--- src/rtl/vedic_pkg.sv ---
`default_nettype none
// ============================================================================
// Module      : vedic_pkg
// Description : Shared helpers for the Vedic multiplier datapath: integer
//               ceiling division for sizing pipelines, and the half/full
//               adder cells used by the multiplier tree and the segmented
//               summation adder.
// Ports       : (package, no ports)
// Revision    : 1.0 - initial release
// ============================================================================
package vedic_pkg;

    // Ceiling of x / y for positive operands.
    function automatic int ceil_div(input int x, input int y);
        return (x + y - 1) / y;
    endfunction

    // Half adder cell: returns {carry, sum}.
    function automatic logic [1:0] half_adder(input logic x, input logic y);
        return {x & y, x ^ y};
    endfunction

    // Full adder cell built from two half adders: returns {carry, sum}.
    function automatic logic [1:0] full_adder(input logic x, input logic y, input logic ci);
        logic [1:0] h1;
        logic [1:0] h2;
        h1 = half_adder(x, y);
        h2 = half_adder(h1[0], ci);
        return {h1[1] | h2[1], h2[0]};
    endfunction

endpackage
`default_nettype wire

--- src/rtl/add_seg_stage.sv ---
`default_nettype none
// ============================================================================
// Module      : add_seg_stage
// Description : SEG_W-bit ripple-carry segment made of full_adder cells.
//               Pure combinational; one instance per pipeline stage.
// Ports       : a, b   - segment operands (b already conditioned for sub)
//               cin    - carry into bit 0 of the segment
//               sum    - segment sum bits
//               cout   - carry out of the segment MSB
//               c_msb  - carry into the segment MSB (signed overflow source)
// Revision    : 1.0 - initial release
// ============================================================================
module add_seg_stage
    import vedic_pkg::*;
#(
    parameter int SEG_W = 4
) (
    input  logic [SEG_W-1:0] a,
    input  logic [SEG_W-1:0] b,
    input  logic             cin,
    output logic [SEG_W-1:0] sum,
    output logic             cout,
    output logic             c_msb
);

    // w_c[i] is the carry into bit i; w_c[SEG_W] leaves the segment.
    logic [SEG_W:0] w_c;

    assign w_c[0] = cin;

    for (genvar i = 0; i < SEG_W; i++) begin : g_bit
        assign {w_c[i+1], sum[i]} = full_adder(a[i], b[i], w_c[i]);
    end

    assign cout  = w_c[SEG_W];
    assign c_msb = w_c[SEG_W-1];

endmodule
`default_nettype wire

--- src/rtl/add_pipe_n.sv ---
`default_nettype none
// ============================================================================
// Module      : add_pipe_n
// Description : Pipelined WIDTH-bit adder/subtractor. The carry chain is cut
//               into SEG-bit segments, one register stage per segment, with
//               a valid/ready handshake and a single global stall.
// Ports       : clk, rst_n          - clock, async active-low reset
//               in_valid / in_ready - operand handshake
//               a, b, cin, sub      - operands, carry in, subtract select
//               out_valid/out_ready - result handshake
//               sum, cout, ovf      - result, carry out, signed overflow
// Revision    : 1.0 - initial release
// ============================================================================
module add_pipe_n
    import vedic_pkg::*;
#(
    parameter int WIDTH = 16,
    parameter int SEG   = 4
) (
    input  logic             clk,
    input  logic             rst_n,
    input  logic             in_valid,
    output logic             in_ready,
    input  logic [WIDTH-1:0] a,
    input  logic [WIDTH-1:0] b,
    input  logic             cin,
    input  logic             sub,
    output logic             out_valid,
    input  logic             out_ready,
    output logic [WIDTH-1:0] sum,
    output logic             cout,
    output logic             ovf
);

    localparam int STAGES = ceil_div(WIDTH, SEG);

    // Stage registers. r_s holds the sum bits resolved so far (upper bits
    // stay zero); r_a/r_b carry the operands forward so later stages can
    // pick up their segment. r_b is already conditioned by sub.
    logic             r_v [STAGES];
    logic             r_c [STAGES];
    logic [WIDTH-1:0] r_s [STAGES];
    logic [WIDTH-1:0] r_a [STAGES];
    logic [WIDTH-1:0] r_b [STAGES];
    logic             r_ovf;

    // Per-stage inputs and next-state values.
    logic             w_v_in [STAGES];
    logic             w_c_in [STAGES];
    logic [WIDTH-1:0] w_s_in [STAGES];
    logic [WIDTH-1:0] w_a_in [STAGES];
    logic [WIDTH-1:0] w_b_in [STAGES];
    logic [WIDTH-1:0] w_s_nx [STAGES];
    logic             w_cout [STAGES];
    logic             w_cmsb [STAGES];

    logic             w_enable;

    // Whole pipeline advances together; only a held result blocks it.
    assign w_enable = !r_v[STAGES-1] || out_ready;

    for (genvar k = 0; k < STAGES; k++) begin : g_stage
        localparam int LO = k * SEG;
        localparam int SW = (k == STAGES - 1) ? (WIDTH - LO) : SEG;

        logic [SW-1:0] w_seg_sum;

        if (k == 0) begin : g_first
            // Subtract as a + ~b + 1; cin only matters when adding.
            assign w_v_in[k] = in_valid;
            assign w_a_in[k] = a;
            assign w_b_in[k] = b ^ {WIDTH{sub}};
            assign w_c_in[k] = sub | cin;
            assign w_s_in[k] = '0;
        end else begin : g_next
            assign w_v_in[k] = r_v[k-1];
            assign w_a_in[k] = r_a[k-1];
            assign w_b_in[k] = r_b[k-1];
            assign w_c_in[k] = r_c[k-1];
            assign w_s_in[k] = r_s[k-1];
        end

        add_seg_stage #(
            .SEG_W (SW)
        ) u_seg (
            .a     (w_a_in[k][LO +: SW]),
            .b     (w_b_in[k][LO +: SW]),
            .cin   (w_c_in[k]),
            .sum   (w_seg_sum),
            .cout  (w_cout[k]),
            .c_msb (w_cmsb[k])
        );

        // Bits of this segment are still zero in w_s_in, so OR merges them.
        assign w_s_nx[k] = w_s_in[k] | (WIDTH'(w_seg_sum) << LO);
    end

    always_ff @(posedge clk or negedge rst_n) begin
        if (!rst_n) begin
            for (int k = 0; k < STAGES; k++) begin
                r_v[k] <= 1'b0;
                r_c[k] <= 1'b0;
                r_s[k] <= '0;
                r_a[k] <= '0;
                r_b[k] <= '0;
            end
            r_ovf <= 1'b0;
        end else if (w_enable) begin
            for (int k = 0; k < STAGES; k++) begin
                r_v[k] <= w_v_in[k];
                r_c[k] <= w_cout[k];
                r_s[k] <= w_s_nx[k];
                r_a[k] <= w_a_in[k];
                r_b[k] <= w_b_in[k];
            end
            r_ovf <= w_cmsb[STAGES-1] ^ w_cout[STAGES-1];
        end
    end

    assign in_ready  = w_enable;
    assign out_valid = r_v[STAGES-1];
    assign sum       = r_s[STAGES-1];
    assign cout      = r_c[STAGES-1];
    assign ovf       = r_ovf;

endmodule
`default_nettype wire

--- config.mk ---
export PLATFORM = sky130hd
export DESIGN_NAME = add_pipe_n
export DESIGN_NICKNAME = d
export VERILOG_FILES = /design/src/rtl/vedic_pkg.sv /design/src/rtl/add_seg_stage.sv /design/src/rtl/add_pipe_n.sv
export SDC_FILE = /design/constraint.sdc
export NUM_CORES = 1
export LEC_CHECK = 0
export CORE_UTILIZATION = 55
export CTS_CLUSTER_SIZE = 20
export DETAILED_ROUTE_END_ITERATION = 10
export PLACE_DENSITY_LB_ADDON = 0.2
export SYNTH_ARGS = -nofsm -noshare
export SYNTH_HDL_FRONTEND = slang
export SYNTH_SLANG_ARGS = --single-unit
--- constraint.sdc ---
create_clock -name clk -period 2.85 [get_ports clk]
set_clock_uncertainty 0.05 [all_clocks]
set_input_delay 0.7125 -clock clk [delete_from_list [all_inputs] [get_ports clk]]
set_output_delay 0.7125 -clock clk [all_outputs]
set_load 0.05 [all_outputs]
==> results by group, run 1 <==
Die
  – # IOs: between 50 and 60
  – Core area: around 7700 um^2
  – Row count: 32
  – Die area: 8240 um^2
  – Die Width: 90.8 um
  – Die height: between 90 and 100 um
  – Initial Util: 56.4%

Clocking
  – Cts bufs inserted: 9
  – Worst-path clk slew: about 0.090 ns
  – TritonCTS clock tree: done
  – Clock Sinks: 97
  – Worst-Skew Late Latency: 0.35 ns
  – CTS Buffer Depth: 2
  – Hold-fix buffers at CTS: 0
  – Root Driver: clkbuf_8
  – CTS HTree Levels: 3

Logic synthesis
  – Yosys warnings: 0
  – Top post-synthesis cells by count: dfrtp_1 (97), mux2_2 (79), inv_1 (25)
  – Top FF cell, synth: dfrtp_1
  – #FFs+latches synth: 97
  – Area contributors post-synth: dfrtp_1 (56%), mux2_2 (21%), fa_1 (7.4%)
  – Cells after Synth: 295
  – Yosys cell types: 17
  – Synth area leader: dfrtp_1
  – Avg Inst Size Synth: between 10 and 15 um^2
  – Top-count cell post-synth: dfrtp_1
  – Post-synthesis async set-or-reset flop share: 100%
  – Syn nets: approximately 350
  – Top cell type's share of synthesized area: 56.0%
  – Register area share after synthesis: 56.0%
  – Post-Syn Area: ~4300 um^2
  – Post-synth EDFFs: 0

Final layout
  – Register area: 2430 um^2
  – Fill cells: 581
  – Share of cells above drive strength 1: 33.5%
  – Layout Utilization: 66.4%
  – P&R area growth vs syn: 17.7%
  – Finished Layout Cells: between 400 and 500
  – Multi-input logic area: 1610 um^2
  – Final nets: 395
  – ANT cells: 0

GRT
  – Largest net degree at the start of global routing: 53
  – GRT overflow: 0
  – Vias in the first global route: roughly 2400
  – Antenna violations before repair: 0
  – Total track usage: roughly 18%
  – Global-route wire length before repair: 11300 um

Drt
  – Final WL: 6480 um
  – Avg Vias per Cell: 5.02
  – Routed Antenna Nets: 0
  – Total number of vias: 2250
  – DRC viols: 0
  – Drt first pass iters: 4
  – Initial drt markers: 82
  – Mean routed wirelength per cell: 14.5 um

Timing
  – Final worst setup slack: 0.120 ns
  – Worst Tran Pin Value: 0.676 ns
  – Slew Viols, Final: 0
  – Final hold vios: 0
  – Final setup viols: 0
  – Slew headroom: 54.9%
  – F_max: 0.366 GHz
  – Final Cycle Share: 95.8%
  – Fin Hold WS: 0.340 ns
  – Tmin final: 2.73 ns
  – RSZ-0062 raised after global routing: no

Status
  – Status: complete, no violations

Min path
  – Min-Delay Path Class: input port to async pin

Setup path
  – Startpoint types: input port
  – WS Path Type: input port to register
  – Slowest-stage cell, CP: fa_2
  – Setup crit end kind: register
  – Critical path, cell by cell: clkdlybuf4s15_1, xnor2_2, fa_2, fa_2, fa_2, inv_2, fa_1, mux2_4
  – Max incr delay on CP: 0.40 ns
  – Worst path arrival time: 2.91 ns
  – WP data required: roughly 3 ns
  – CP dominant cell by count: fa_2
  – CP max FO: 1

Power and ir drop
  – PnR Total Power: 0.00549 W
  – P_leak: 2.24 nW
  – Max VDD drop: 0.424 mV
  – Power per cell area: 1080 nW/um^2

Placement
  – Dpl cells: 432
  – Gpl congestion: between 0.7 and 0.8
  – Hpwl dp: 4470 um
  – Placement Setup Slack: -0.533 ns
  – Port buffer count: 57

Run
  – Max_cap viols: 0
[timing repair]
action                     CTS  global route
setup endpoints to repair    1             1
gates resized for setup      3             9
buffers inserted             0             0
pin swaps                    0             4
hold endpoints to repair     0             0
[per-stage QoR]
stage / instance area (um^2) / TNS [ns]
after CTS: 5090 / 0
after detailed placement: 4900 / -0.691
after global placement: 4900 / -0.642
after floorplan: 4350 / -0.243
final: 5100 / 0
after global routing: 5100 / 0
[worst paths after layout]
check                              from         to  slack (ns)  cells after the start
worst max-delay path               b[0]    r_s[51]        0.12                      8
worst min-delay path              rst_n    r_s[18]        0.34                      1
worst max register to register  r_b[28]        ovf        0.42                      9
worst min register to register   r_v[1]  out_valid        0.43                      1
max in group asynchronous         rst_n    r_b[29]        1.68                      2
min in group clk                 r_v[1]  out_valid        0.43                      1
[layout make-up]
type	instances	share of cell area (%)
clock buffers	12	3.04
inverters	25	1.84
clock inverters	4	0.515
multi-input cells	142	31.6
well taps	102	2.50
flip-flops and latches	97	47.6
repair buffers	66	12.9
[kinds of logic after synthesis]
kind of cell               synth area share (%)
adders and majority gates                  7.39
and+or+nand+nor                            2.28
DFF                                        56.0
muxes                                      22.5
xor gates and xnor gates                   3.44
buffers and inverters                      7.25
AOI/OAI and AO/OA                          1.15
[sequential cells by signal, indices dropped and copies added, names as in the netlist]
name,cells
cout,1
out_valid,1
ovf,1
r_a,24
r_b,24
r_c,3
r_s,24
r_v,3
sum,16
[metal layers]
layer	vias to the layer above	global-route usage [%]	part of all wire [%]
li1	1041	-	-
met1	1157	23.3	44
met2	42	28.7	50
met3	10	3.96	4.2
met4	0	7.94	1.9
met5	-	0	0
[placed cells by master, fill, tap and decap left out]
cell and n:
clkdlybuf4s50_1 51, xnor2_2 1, buf_12 2, nand2b_1 1, a21oi_1 10, mux2_4 4, fa_2 3, nand2b_4 1
inv_6 1, clkbuf_8 11, clkinvlp_4 1, buf_4 9, mux2i_1 4, xnor2_1 5, inv_1 24, inv_2 1
dlymetal6s2s_1 2, clkinv_2 2, nor3b_1 10, dfrtp_1 97, clkbuf_2 1, nor2_2 1, fa_1 13, mux2_2 78
xor2_1 11, clkdlybuf4s15_1 1, clkbuf_1 1
[critical path, delay by kind of cell]
kind                     cells  cell delay (ns)
buffers and inverters        2             0.26
multiplexers                 1             0.26
XOR/XNOR                     1             0.15
adder cells (fa/ha/maj)      4             1.53
[power breakdown]
part,internal (W),switching (W)
clock,0.000366,0.000444
combinational,0.00117,0.00120
sequential,0.00200,0.000317
Note: power is estimated with default switching activity, not from simulation.
==> run 2, diff against run 1 <==
ABC_AREA = 0   (was default)
CORE_MARGIN = 5   (was default)
PLACE_DENSITY = 0.89   (was default)
PLACE_DENSITY_LB_ADDON = default   (was 0.2)
==> run 2 against run 1 <==
Global-route usage fell by 2.6 points. Die area rose by 18%. Maximum frequency fell by 1.3%.
==> results by group, run 2 (synthesis gave the netlist of run 1 again) <==
Placement
  – Port buffer count: 57 (unchanged)
  – Placement Setup Slack: -0.652 ns (-0.118 ns)
  – Gpl congestion: 0.757 (+7.1%)
  – Hpwl dp: 4790 um (+7.2%)
  – Dpl cells: 430 (-0.46%)

Setup path
  – WP data required: 3.03 ns (about the same)
  – Slowest-stage cell, CP: fa_2
  – WS Path Type: input port to register
  – CP max FO: 1 (unchanged)
  – Critical path, cell by cell: clkdlybuf4s15_1, xnor2_2, fa_2, fa_2, fa_2, inv_2, fa_1, mux2_4
  – CP dominant cell by count: fa_2
  – Setup crit end kind: register
  – Worst path arrival time: 2.95 ns (+0.04 ns)
  – Startpoint types: input port
  – Max incr delay on CP: 0.40 ns (about the same)

Timing
  – Slew headroom: 63.8% (+8.8 points)
  – Tmin final: 2.77 ns (+0.0361 ns)
  – TNS Setup: 0 ns (unchanged)
  – Fin Hold WS: 0.291 ns (-0.0488 ns)
  – Final worst setup slack: 0.0843 ns (-0.0361 ns)
  – Final setup viols: 0 (unchanged)
  – Final Cycle Share: 97.0% (+1.3 points)
  – RSZ-0062 raised after global routing: no
  – Worst Tran Pin Value: 0.544 ns (-0.133 ns)
  – Slew Viols, Final: 0 (unchanged)
  – F_max: 0.362 GHz (-1.3%)
  – Final hold vios: 0 (unchanged)

GRT
  – Largest net degree at the start of global routing: 58 (+9.4%)
  – GRT overflow: 0 (unchanged)
  – Total track usage: 15.2% (-2.6 points)
  – Global-route wire length before repair: 11800 um (+3.8%)
  – Vias in the first global route: 2506 (+4.7%)
  – Antenna violations before repair: 0 (unchanged)

Final layout
  – Most frequent cells in the layout: dfrtp_1 (97), mux2_2 (78), clkdlybuf4s50_1 (51)
  – Regs by FF count: r_a: 24 flops, r_b: 24 flops, r_s: 24 flops
  – Share of cells above drive strength 1: 33.7% (+0.19 points)
  – P&R area growth vs syn: 17.9%
  – Most common cell after layout, fill and taps aside: dfrtp_1
  – Finished Layout Cells: 446 (-0.45%)
  – Final nets: 393 (-0.51%)
  – Layout Utilization: 66.5% (+0.11 points)
  – ANT cells: 0 (unchanged)

Drt
  – Initial drt markers: 64 (-22%)
  – Final WL: 6820 um (+5.3%)
  – Drt first pass iters: 4 (unchanged)
  – Avg Vias per Cell: 5.05 (+0.63%)
  – Total number of vias: 2254 (+0.18%)
  – Routed Antenna Nets: 0 (unchanged)
  – Mean routed wirelength per cell: 15.3 um (+5.8%)
  – DRC viols: 0 (unchanged)

Clocking
  – Root Driver: clkbuf_8
  – Cts bufs inserted: 9 (unchanged)
  – TritonCTS clock tree: done
  – Postcts setup bufs: 0 (unchanged)
  – Worst-path clk slew: 0.09 ns (about the same)
  – CTS HTree Levels: 3 (unchanged)
  – Clock Sinks: 97 (unchanged)
  – CTS Buffer Depth: 2 (unchanged)
  – Worst-Skew Late Latency: 0.34 ns (about the same)

Power and ir drop
  – Max VDD drop: 0.602 mV (+42%)
  – Seq pwr share: 41.4% (-0.7 points)
  – Comb power frac: 42.7% (-0.4 points)
  – Power per cell area: 1090 nW/um^2 (+1.4%)
  – Sw frac: 35.9% (+0.19 points)
  – Clock network power share: 15.8% (+1.1 points)
  – P_leak: 2.22 nW (-0.75%)
  – Internal power: 0.00358 W (+1.3%)
  – Switching pwr: 0.00200 W (+2.1%)

Status
  – Status: complete, no violations

Die
  – Core area: 7690 um^2 (unchanged)
  – Row count: 32 (unchanged)
  – Initial Util: 56.4% (unchanged)
  – Die Width: 98.8 um (+8.8%)
  – # IOs: 58 (unchanged)
  – Die area: 9760 um^2 (+18%)
  – Die height: 98.8 um (+8.8%)

Min path
  – Min-Delay Path Class: input port to async pin

Run
  – Max_cap viols: 0 (unchanged)
==> run 2: cell count changes in the layout (fill, tap and decap cells not counted), moves of 2 or more <==
cell and delta:
inv_6 +2, dlygate4sd2_1 +2, clkbuf_8 -2, buf_4 -3
dlymetal6s2s_1 -2
==> run 2: area by class of cell <==
| cell class | instances | area [um^2] |
|---|---|---|
| clock inverter | 7 | 76.3 |
| sequential | 97 | 2430 |
| clock buffer | 9 | 124 |
| fill | 580 | 2580 |
| timing repair buffer | 64 | 648 |
| tap | 102 | 128 |
| multi-input combinational | 142 | 1610 |
| inverter | 25 | 93.8 |
==> run 2: final timing paths <==
check | startpoint | end | slack, ns | cells past startpoint
worst min-delay path | rst_n | r_a[58] | 0.29 | 1
max in group asynchronous | rst_n | sum[8] | 1.80 | 2
worst min register to register | r_v[1] | out_valid | 0.44 | 1
min in group clk | r_v[1] | out_valid | 0.44 | 1
worst max register to register | r_c[1] | ovf | 0.41 | 9
worst max-delay path | b[0] | r_s[51] | 0.08 | 8
==> run 2: repair_timing <==
action | 4_1_cts | 5_1_grt
endpoints found under the setup margin | 1 | 1
pin swaps | 5 | 2
resized for setup | 15 | 0
hold buffers | 0 | 0
==> run 2: power groups by stage <==
stage                     logic (W)  registers [W]  clock network, W
final                       0.00239        0.00231          0.000885
after global routing        0.00259        0.00239          0.000978
after CTS                   0.00243        0.00232          0.000907
after detailed placement    0.00242        0.00235                 0
after global placement      0.00231        0.00232                 0
after floorplan             0.00190        0.00232                 0
==> run 2: per-layer routing <==
metal	vias to the layer above	wire length (um)	track usage (%)
met2	45	3450	24.9
met1	1160	3060	20.1
li1	1042	-	-
met5	-	0	0
met4	0	65	4.41
met3	7	246	4.18
==> run 2: stage by stage <==
stage,instance area [um^2],total power (W)
5_1_grt,5110,0.00596
3_5_place_dp,4900,0.00477
6_report,5110,0.00558
3_3_place_gp,4900,0.00463
4_1_cts,5110,0.00566
2_1_floorplan,4350,0.00422
==> run 2: worst max-delay path, delay by kind of cell <==
| kind | cells | cell delay, ns |
|---|---|---|
| muxes | 1 | 0.26 |
| adders and majority gates | 4 | 1.53 |
| xor gates and xnor gates | 1 | 0.17 |
| buffers and inverters | 2 | 0.28 |
